## src/rtl/piso_serializer.sv

```systemverilog
// Parallel-in serial-out transmitter: sends a WIDTH-bit word MSB first, each bit
// held BIT_CYCLES clocks, with a strobe on the last cycle of every bit.
module piso_serializer #(
   parameter int WIDTH      = 8,
   parameter int BIT_CYCLES = 1
) (
   input  logic             clk,
   input  logic             reset,
   input  logic [WIDTH-1:0] tx_data,
   input  logic             tx_valid,
   output logic             tx_ready,
   output logic             data,
   output logic             shift_enable,
   output logic             busy,
   output logic             done
);

   localparam int BW = $clog2(WIDTH);
   localparam int CW = (BIT_CYCLES > 1) ? $clog2(BIT_CYCLES) : 1;
   localparam logic [BW-1:0] BIT_LAST = BW'(WIDTH - 1);
   localparam logic [CW-1:0] CYC_LAST = CW'(BIT_CYCLES - 1);

   generate
      if (WIDTH < 2) begin : gBadWidth
         $error("piso_serializer: WIDTH must be >= 2");
      end
      if (BIT_CYCLES < 1) begin : gBadBitCycles
         $error("piso_serializer: BIT_CYCLES must be >= 1");
      end
   endgenerate

   typedef enum logic {IDLE, SHIFT} state_t;

   state_t           state_q, state_d;
   logic [WIDTH-1:0] shreg_q, shreg_d;
   logic [BW-1:0]    bitCnt_q, bitCnt_d;
   logic [CW-1:0]    cycCnt_q, cycCnt_d;
   logic             done_q, done_d;
   logic             bitEnd;

   always_ff @(posedge clk or posedge reset) begin
      if (reset) begin
         state_q  <= IDLE;
         shreg_q  <= '0;
         bitCnt_q <= '0;
         cycCnt_q <= '0;
         done_q   <= 1'b0;
      end else begin
         state_q  <= state_d;
         shreg_q  <= shreg_d;
         bitCnt_q <= bitCnt_d;
         cycCnt_q <= cycCnt_d;
         done_q   <= done_d;
      end
   end

   // Counters stop at their maximum: the bit ends (and the cycle counter clears)
   // exactly when the cycle counter reaches BIT_CYCLES-1.
   always_comb begin
      state_d  = state_q;
      shreg_d  = shreg_q;
      bitCnt_d = bitCnt_q;
      cycCnt_d = cycCnt_q;
      done_d   = 1'b0;
      bitEnd   = (state_q == SHIFT) && (cycCnt_q == CYC_LAST);
      case (state_q)
         IDLE: begin
            if (tx_valid) begin
               shreg_d  = tx_data;
               bitCnt_d = '0;
               cycCnt_d = '0;
               state_d  = SHIFT;
            end
         end
         SHIFT: begin
            if (bitEnd) begin
               if (bitCnt_q == BIT_LAST) begin
                  state_d = IDLE;
                  done_d  = 1'b1;
               end else begin
                  shreg_d  = {shreg_q[WIDTH-2:0], 1'b0};
                  bitCnt_d = bitCnt_q + BW'(1);
                  cycCnt_d = '0;
               end
            end else begin
               cycCnt_d = cycCnt_q + CW'(1);
            end
         end
         default: state_d = IDLE;
      endcase
   end

   // Outputs decode from state so an asynchronous reset silences them at once.
   always_comb begin
      tx_ready     = (state_q == IDLE);
      busy         = (state_q == SHIFT);
      data         = (state_q == SHIFT) && shreg_q[WIDTH-1];
      shift_enable = bitEnd;
      done         = done_q;
   end

endmodule

```

## config.mk

```make
export PLATFORM = sky130hd
export DESIGN_NAME = piso_serializer
export DESIGN_NICKNAME = d
export VERILOG_FILES = /design/src/rtl/piso_serializer.sv
export SDC_FILE = /design/constraint.sdc
export NUM_CORES = 1
export LEC_CHECK = 0
export ABC_AREA = 1
export CAP_MARGIN = 20
export CORE_MARGIN = 1.5
export CORE_UTILIZATION = 49
export DETAILED_ROUTE_END_ITERATION = 10
export PLACE_DENSITY = 0.75
export SYNTH_ARGS = -nofsm -noshare
export SYNTH_HDL_FRONTEND = slang
export SYNTH_SLANG_ARGS = --single-unit
export TNS_END_PERCENT = 5
```

## constraint.sdc

```tcl
create_clock -name clk -period 1.7 [get_ports clk]
set_input_delay 0.34 -clock clk [delete_from_list [all_inputs] [get_ports clk]]
set_output_delay 0.34 -clock clk [all_outputs]
set_load 0.05 [all_outputs]
```

==> flow_metrics.env <==
export IMPL_port_buffers=15
export IMPL_arrival_ps=1170
export IMPL_required_ps=1360
export IMPL_fp_dieH_um=43.14
export IMPL_area_delta_synth_final_pct=25.04
export IMPL_grt_pass1_wl_um=2518
export IMPL_finalHoldViolations=0
export IMPL_path_class="flop to output pin"
export IMPL_yosysSeqAreaShare_pct=44.37
export IMPL_rsz0062_at_grt="no"
export IMPL_n_fill_cell=134
export IMPL_seqPwrFrac_pct=28.5
export IMPL_combPwrFrac_pct=59.2
export IMPL_synth_commonest_cells="45 x nand2_1, 14 x dfrtp_1, 10 x nand3_2, 7 x inv_1, 3 x buf_6"
export IMPL_slowest_stage="dfrtp_1"
export IMPL_skew_ps=5.014
export IMPL_max_cap_violations=0
export IMPL_grt_pass1_vias=565
export IMPL_intPower_mw=1.036
export IMPL_status="completed"
export IMPL_power_density_mw_per_mm2=1971
export IMPL_totalWireLength_um=1376
export IMPL_clock_path_buffers=2
export IMPL_r2r_slack_ps=250
export IMPL_critPathLaunch="busy$_DFF_PP0_"
export IMPL_synth_edff_count=0
export IMPL_cpPeakStageDelay_ps=370
export IMPL_tightest_slew_ps=521.0
export IMPL_synth_distinct_cells=15
export IMPL_reg2reg_depth=7
export IMPL_antenna_found_initial=0
export IMPL_yosysTopAreaCell="dfrtp_1"
export IMPL_track_usage_pct=18.53
export IMPL_r2r_end="shreg_q[1]$_DFFE_PP0P_"
export IMPL_antennaDiodeCount=0
export IMPL_synth_area_top_cells="dfrtp_1 44%, nand2_1 21%, nand3_2 13%"
export IMPL_drt_iter0_drc=9
export IMPL_post_route_drc_count=0
export IMPL_drt_pass1_iter_count=4
export IMPL_layout_setup_ws_ps=194.4
export IMPL_rows=14
export IMPL_die_w_um=43.14
export IMPL_path_clk_slew_ps=90
export IMPL_place_congestion=0.7331
export IMPL_die_area_sq_mm=0.001861
export IMPL_cp_endpoint="data"
export IMPL_maxSlewViolCount=0
export IMPL_peakVddDrop_mv=1.089
export IMPL_post_cts_buffers=0
export IMPL_r2r_start="bitCnt_q[0]$_DFFE_PP0P_"
export IMPL_syn_nets=105
export IMPL_synth_most_common_cell="nand2_1"
export IMPL_leakagePower_nw=0.5251
export IMPL_synth_flop_cell="dfrtp_1"
export IMPL_async_flop_share_pct=100.0
export IMPL_io_pins=16
export IMPL_numCtsBuffers=3
export IMPL_drive_gt1_share_pct=24.07
export IMPL_clock_sinks=14
export IMPL_postRouteAntennaNets=0
export IMPL_post_place_ws_ps=201.5
export IMPL_core_area_sq_mm=0.001506
export IMPL_vias=602
export IMPL_grt_max_degree=15
export IMPL_ys_ff_latch=14
export IMPL_num_nets_final=122
export IMPL_grt_ovfl_total=0
export IMPL_fmax_mhz=664.2
export IMPL_root_buffer="clkbuf_4"
export IMPL_hpwl_um=1030
export IMPL_finalCriticalPeriod_ps=1506
export IMPL_wire_per_inst_um=11.10
export IMPL_report_final_setup_viol=0
export IMPL_via_per_inst=4.855
export IMPL_start_kind="flop"
export IMPL_netlist_area_leader_share_pct=44.37
export IMPL_switching_share_pct=46.74
export IMPL_hold_path_class="input port to async pin"
export IMPL_ctsResizeCount=0
export IMPL_tns_ps=0
export IMPL_end_kind="output pin"
export IMPL_clock_latency_ps=280
export IMPL_cts_tree="built"
export IMPL_htreeDepth=1
export IMPL_clkPwrFrac_pct=12.3
export IMPL_synth_area_per_cell_sq_um=8.582
export IMPL_cp_cell_sequence="buf_4 > nand2_1 > inv_1 > buf_12"
export IMPL_p_switching_mw=0.9095
export IMPL_yosys_warnings=0
export IMPL_slew_headroom_pct=65.23
export IMPL_hold_buffers=0
export IMPL_synthCells=92
export IMPL_post_route_period_util_pct=88.56
export IMPL_start_util_pct=52.41
export IMPL_synth_cell_area_sq_um=789.5
export IMPL_path_max_fanout=11
-- placed cells by master, fill, tap and decap left out, drive strengths merged --
cell           count
buf                6
clkbuf             4
clkdlybuf4s50     10
dfrtp             14
ha                 2
inv                8
nand2             48
nand3             12
nor2               3
or2                1
-- power groups by stage --
stage | sequential [mW] | clock [mW] | combinational, mW
finish | 0.555 | 0.240 | 1.15
global route | 0.568 | 0.266 | 1.30
CTS | 0.555 | 0.244 | 1.17
detailed placement | 0.562 | 0 | 1.16
global placement | 0.553 | 0 | 1.14
floorplan | 0.614 | 0 | 0.843
-- worst max-delay path, delay by kind of cell (launching register included) --
kind / cells / cell delay [ps]
buffers and inverters: 3 / 440
AND/OR/NAND/NOR: 1 / 70
flip-flops: 1 / 370
-- flip-flops by register name, indices dropped and copies added, names as in the netlist --
register,flops
shreg_q,8
busy,1
bitCnt_q,3
cycCnt_q,1
done,1
-- logic make-up after synthesis --
logic type,after synthesis,synth area share [%]
buffers and inverters,12,10.62
DFF,14,44.37
adders and majority gates,2,3.169
and+or+nand+nor,64,41.84
-- cell type report --
type | instances | area (sq um) | share of cell area (%)
Clock buffer | 4 | 36.28 | 3.676
Inverter | 8 | 30.03 | 3.042
Multi-Input combinational cell | 66 | 355.3 | 35.99
Sequential cell | 14 | 350.3 | 35.49
Tap cell | 16 | 20.02 | 2.028
Timing Repair Buffer | 16 | 195.2 | 19.77
-- how the worst min path moves through the flow --
stage / to / cells past startpoint
2_1_floorplan: bitCnt_q[0]$_DFFE_PP0P_ / 1
3_3_place_gp: bitCnt_q[1]$_DFFE_PP0P_ / 2
3_5_place_dp: shreg_q[0]$_DFFE_PP0P_ / 2
4_1_cts: cycCnt_q$_DFFE_PP0P_ / 2
5_1_grt: shreg_q[2]$_DFFE_PP0P_ / 2
6_report: cycCnt_q$_DFFE_PP0P_ / 2
-- metal layers --
layer  vias up  GRT usage (%)  routed length [um]
met3         4          4.255                  57
met1       275          24.46                 656
li1        311              -                   -
met5         -              0                   0
met4         0          9.091                  28
met2        12          28.36                 634
-- through the flow --
stage          area [sq um]  hold slack, ps  power [mW]  util [%]  std cells
2_1_floorplan         789.5           229.2       1.456         -         92
3_3_place_gp          950.9           496.5       1.689     63.12        120
3_5_place_dp          950.9           504.5       1.727     63.12        120
4_1_cts               987.2           396.9       1.967     65.53        124
5_1_grt               987.2           426.0       2.131     65.53        124
6_report              987.2           380.6       1.946     65.53        124
No activity file was read; power rests on OpenSTA's default activity.
